$ cat config.mk
export PLATFORM = sky130hd
export DESIGN_NAME = dmem_arbiter
export DESIGN_NICKNAME = d
export VERILOG_FILES = /design/src/rtl/dmem_arbiter.sv
export SDC_FILE = /design/constraint.sdc
export NUM_CORES = 1
export LEC_CHECK = 0
export ABC_CLOCK_PERIOD_IN_PS = 1550
export BUFFER_PORTS_ARGS = -buffer_cell sky130_fd_sc_hd__buf_4
export CAP_MARGIN = 20
export CORE_MARGIN = 4
export CORE_UTILIZATION = 40
export DETAILED_ROUTE_END_ITERATION = 6
export GPL_ROUTABILITY_DRIVEN = 0
export GPL_TIMING_DRIVEN = 0
export PLACE_DENSITY_LB_ADDON = 0.08
export SYNTH_ARGS = -nofsm -noshare
export SYNTH_HDL_FRONTEND = slang
export SYNTH_SLANG_ARGS = --single-unit
$ cat constraint.sdc
create_clock -name clk -period 1.55 [get_ports clk]
set_input_delay 0.31 -clock clk [delete_from_list [all_inputs] [get_ports clk]]
set_output_delay 0.31 -clock clk [all_outputs]
set_load 0.01 [all_outputs]
$ cat src/rtl/dmem_arbiter.sv
// Two-port round-robin arbiter/sequencer in front of the 64 x 8 data memory.
// Optional build macro: DMEM_ARB_RANGE_CHECK_EN (reject addresses >= DEPTH with err).
module dmem_arbiter #(
    parameter int DEPTH = 64,
    parameter int AW    = 8,
    parameter int DW    = 8
) (
    input  logic          clk,
    input  logic          reset,
    input  logic          req0,
    input  logic          we0,
    input  logic [AW-1:0] addr0,
    input  logic [DW-1:0] wdata0,
    input  logic          req1,
    input  logic          we1,
    input  logic [AW-1:0] addr1,
    input  logic [DW-1:0] wdata1,
    output logic          gnt0,
    output logic          gnt1,
    output logic          done0,
    output logic          done1,
    output logic [DW-1:0] rdata,
    output logic          err,
    output logic [AW-1:0] mem_addr,
    output logic [DW-1:0] write_data_M,
    output logic          write_en,
    output logic          read_en,
    output logic [2:0]    opcode,
    input  logic [DW-1:0] read_data
);

    typedef enum logic [1:0] {IDLE, ACCESS, RESP} state_t;

    localparam logic [2:0] OP_LOAD  = 3'b000;
    localparam logic [2:0] OP_STORE = 3'b001;

    state_t        state, state_nxt;
    logic          owner, last_served, pick;
    logic          lat_we;
    logic [AW-1:0] lat_addr;
    logic [DW-1:0] lat_wdata;
    logic          range_err;

`ifdef DMEM_ARB_RANGE_CHECK_EN
    assign range_err = ({1'b0, lat_addr} >= (AW+1)'(DEPTH));
`else
    // Bound is masked off so both builds reference DEPTH identically.
    assign range_err = 1'b0 & ({1'b0, lat_addr} >= (AW+1)'(DEPTH));
`endif

    // Round-robin: on contention, serve whoever was not served last.
    always_comb begin
        if (req0 && req1) pick = ~last_served;
        else              pick = req1;
    end

    always_ff @(posedge clk or negedge reset) begin
        if (!reset) state <= IDLE;
        else        state <= state_nxt;
    end

    // NOTE: every signal gets a default before the case so no latch is inferred.
    always_comb begin
        state_nxt    = state;
        mem_addr     = '0;
        write_data_M = '0;
        write_en     = 1'b0;
        read_en      = 1'b0;
        opcode       = OP_LOAD;
        gnt0         = (state != IDLE) && !owner;
        gnt1         = (state != IDLE) &&  owner;
        done0        = 1'b0;
        done1        = 1'b0;
        err          = 1'b0;
        case (state)
            IDLE: begin
                if (req0 || req1) state_nxt = ACCESS;
            end
            ACCESS: begin
                mem_addr     = lat_addr;
                write_data_M = lat_wdata;
                if (!range_err) begin
                    if (lat_we) begin
                        write_en = 1'b1;
                        opcode   = OP_STORE;
                    end else begin
                        read_en  = 1'b1;
                    end
                end
                state_nxt = RESP;
            end
            RESP: begin
                done0     = !owner;
                done1     =  owner;
                err       = range_err;
                state_nxt = IDLE;
            end
            default: state_nxt = IDLE;
        endcase
    end

    // NOTE: sequential state uses non-blocking assignments so every register
    // samples pre-edge values regardless of statement order.
    always_ff @(posedge clk or negedge reset) begin
        if (!reset) begin
            owner       <= 1'b0;
            last_served <= 1'b1;
            lat_we      <= 1'b0;
            lat_addr    <= '0;
            lat_wdata   <= '0;
            rdata       <= '0;
        end else begin
            case (state)
                IDLE: begin
                    if (req0 || req1) begin
                        owner     <= pick;
                        lat_we    <= pick ? we1    : we0;
                        lat_addr  <= pick ? addr1  : addr0;
                        lat_wdata <= pick ? wdata1 : wdata0;
                    end
                end
                ACCESS: begin
                    last_served <= owner;
                    rdata       <= (!lat_we && !range_err) ? read_data : '0;
                end
                default: ;
            endcase
        end
    end

endmodule

==> flow_summary.ini <==
[timing]
hold_slack_ns = 0.265
fin_skew_ns = 0.00385
setup_slack_ns = -0.0306
period_needed_ns = 1.58
maxSlewViolCount = 0
max_freq_mhz = 633
fin_crit_sh_pct = 102
setup_violations = 25
hold_violations = 0
grt_setup_unrepaired = true

[placement]
placed_area_mm2 = 0.00218
port_buffers = 76
dpl.hpwl_um = 2580

[worst_setup_path]
r2r_slack_ns = -0.03
critPathMostFrequentCell = mux2_4
arrival_ns = 1.73
cp.required_ns = 1.70
crit_fanout = 10
crit_type = reg -> reg
cp-end-kind = flip-flop
cp_num_buf_inv = 2
worstPathCellList = a21bo_1 > buf_6 > buf_12 > mux2_4 > mux2_4
worst_path_max_delay_cell = dfstp_2
max_stage_delay_ns = 0.53
cp_top_family = multiplexers
startpoint_type = flip-flop

[flow_run]
drv_cap = 0

[pwr]
p_total_mw = 4.70
pwr-share-clk_pct = 13.2
comb_power_share_pct = 57.3
power.internal_mw = 3.17
power_switching_mw = 1.53
power_density_mw_per_mm2 = 1830
p_seq_share_pct = 29.6
sw_frac_of_total_pct = 32.6
ir_worst_vdd_uv = 999
power.leakage_nw = 1.34

[final_layout]
area_growth_syn_to_layout_pct = 66.5
final_cell_area_mm2 = 0.00256
n_antenna_cell = 0
layout-drive-gt1-share_pct = 69.2
final_nets = 269

[synth]
netlist_instances = 132
synth_top_family_by_area = multiplexers
yosys.area_share.simple_pct = 18.4
yosysSeqAreaShare_pct = 47.2
synth_xor_area_share_pct = 0
synthAdderAreaFrac_pct = 0
yosysTopAreaCell = dfrtp_1
synth_top_area_share_pct = 45.5
synth_area_leaders = dfrtp_1 45%, mux2_2 18%, mux2_4 8.8%, and2_1 6.9%, nand2_1 4.6%
muxShareOfSynthArea_pct = 27.1
synth_seq_cells = 29
avgSynthCellArea_um2 = 11.7
synthDistinctLibCells = 24
syn_area_mm2 = 0.00154
synth-compound-area-share_pct = 1.71
yosys_warnings = 0

[min_path]
hp-class = in -> reg

[floorplan]
rows = 22
io_pins = 80
floorplan.initialDensity_pct = 41.8
die_w_um = 70.1
chipHeight_um = 70.1
coreArea_mm2 = 0.00369
die-area_mm2 = 0.00491

[detailed_routing]
drt_pass1_iterations = 4
top_layer_used = met3
num_vias = 1251
drc = 0
wl_met1_um = 1350
ant_nets = 0
wl_met3_um = 280
drt-vias-per-instance = 4.60
wire_per_inst_um = 13.2
route.met2.wl_um = 1970
drtIter0Drc = 12
wirelength_um = 3600

[clock_tree]
clock_latency_ns = 0.27
clkSlewWorstSetupHoldPaths_ns = 0.06
numCtsBuffers = 5
cts_tree = done
clock_sinks = 29
clockRootBuffer = clkbuf_8
cts_buffer_depth = 2
cts_max_level = 2

[grt]
grt_pass1_vias = 1310
antenna_found_initial = 0
grt_pass1_wl_um = 5970
grt_max_degree = 30
grt-ovfl-total = 0
grt.total_usage_pct = 15.0

[run_status]
outcome = complete, but fails checks
failed_checks = negative setup slack
==> through the flow <==
stage / instances / TNS (ns) / util (%) / setup slack (ns)
2_1_floorplan: 134 / -0.0208 / - / -0.00231
3_3_place_gp: 258 / -2.63 / 59.1 / -0.159
3_5_place_dp: 258 / -2.79 / 59.1 / -0.161
4_1_cts: 272 / -0.707 / 67.8 / -0.0452
5_1_grt: 272 / -2.13 / 69.5 / -0.0829
6_report: 272 / -0.523 / 69.5 / -0.0306
==> layout by cell type, fill, tap and decap left out, drive strengths merged <==
cell type    netlist  layout
a21bo              1       1
and3b              1       1
dfrtp             28      28
o21ai              1       1
nor2b              1       1
nor2               3       3
nor3               1       1
inv                2       2
clkbuf             3       9
and2              17      17
nand3b             8       8
conb               1       3
dfstp              1       1
nand2             19      19
nand2b             1       1
nor3b              1       1
dlygate4sd3        0       1
mux2              34      34
buf                8      91
a21o               1       1
==> power by group through the flow <==
stage | combinational [mW] | sequential, mW | clock, mW
2_1_floorplan | 1.18 | 1.37 | 0
3_3_place_gp | 2.02 | 1.34 | 0
3_5_place_dp | 2.06 | 1.37 | 0
4_1_cts | 2.57 | 1.37 | 0.643
5_1_grt | 2.91 | 1.45 | 0.686
6_report | 2.69 | 1.39 | 0.619
==> timing repair <==
action                                 4_1_cts  5_1_grt
hold buffers                                 1        0
cloned                                       1        0
buffers inserted                             5        0
gates resized for setup                     49       20
setup endpoints to repair                   28       37
pin swaps                                   11        5
endpoints found under the hold margin       28        0
==> layer usage <==
metal	global-route usage, %	vias to the layer above
met3	5.47	0
met1	16.4	589
met5	0	-
met4	3.19	0
li1	-	615
met2	27.7	47
==> layout make-up <==
| class | count | area [um^2] |
|---|---|---|
| Buffer | 10 | 93.8 |
| Clock buffer | 8 | 90.1 |
| Fill cell | 282 | 1120 |
| Inverter | 2 | 15.0 |
| Multi-Input combinational cell | 92 | 848 |
| Sequential cell | 29 | 728 |
| Tap cell | 48 | 60.1 |
| Timing Repair Buffer | 83 | 729 |
==> kinds of logic after synthesis <==
| kind of cell | after synthesis |
|---|---|
| multiplexers | 34 |
| AO/OA/AOI/OAI | 3 |
| AND/OR/NAND/NOR | 52 |
| flip-flops | 29 |
| other | 1 |
| buffers and inverters | 13 |
==> worst min-delay path, cell delays in order <==
cell and delay (ns):
buf_4 0.08, nand3b_1 0.06, nand2_1 0.06
==> final timing paths <==
check,start,end,depth (start not counted)
worst max-delay path,last_served$_DFFE_PN1N_,lat_addr[4]$_DFFE_PN0P_,5
max in group asynchronous,reset,last_served$_DFFE_PN1N_,2
worst max register to register,last_served$_DFFE_PN1N_,lat_addr[4]$_DFFE_PN0P_,5
min in group asynchronous,reset,lat_wdata[3]$_DFFE_PN0P_,2
worst min-delay path,read_data[2],rdata[2]$_DFFE_PN0N_,3
worst min register to register,last_served$_DFFE_PN1N_,last_served$_DFFE_PN1N_,2
==> synthesized netlist by cell type (all sizes together) <==
| master | instances |
|---|---|
| nand2b | 1 |
| dfstp | 1 |
| nor2b | 1 |
| conb | 1 |
| dfrtp | 28 |
| nand2 | 19 |
| inv | 2 |
| nor3b | 1 |
| o21ai | 1 |
| and3b | 1 |
| nor2 | 3 |
| buf | 8 |
| nand3b | 8 |
| mux2 | 34 |
| a21o | 1 |
| clkbuf | 3 |
| nor3 | 1 |
| and2 | 17 |
| a21bo | 1 |
==> flip-flops by register name, summed over array words and instances (netlist names) <==
register	cells
lat_we	1
owner	1
state	2
last_served	1
rdata	8
lat_wdata	8
lat_addr	8
No activity file was read; power rests on OpenSTA's default activity.
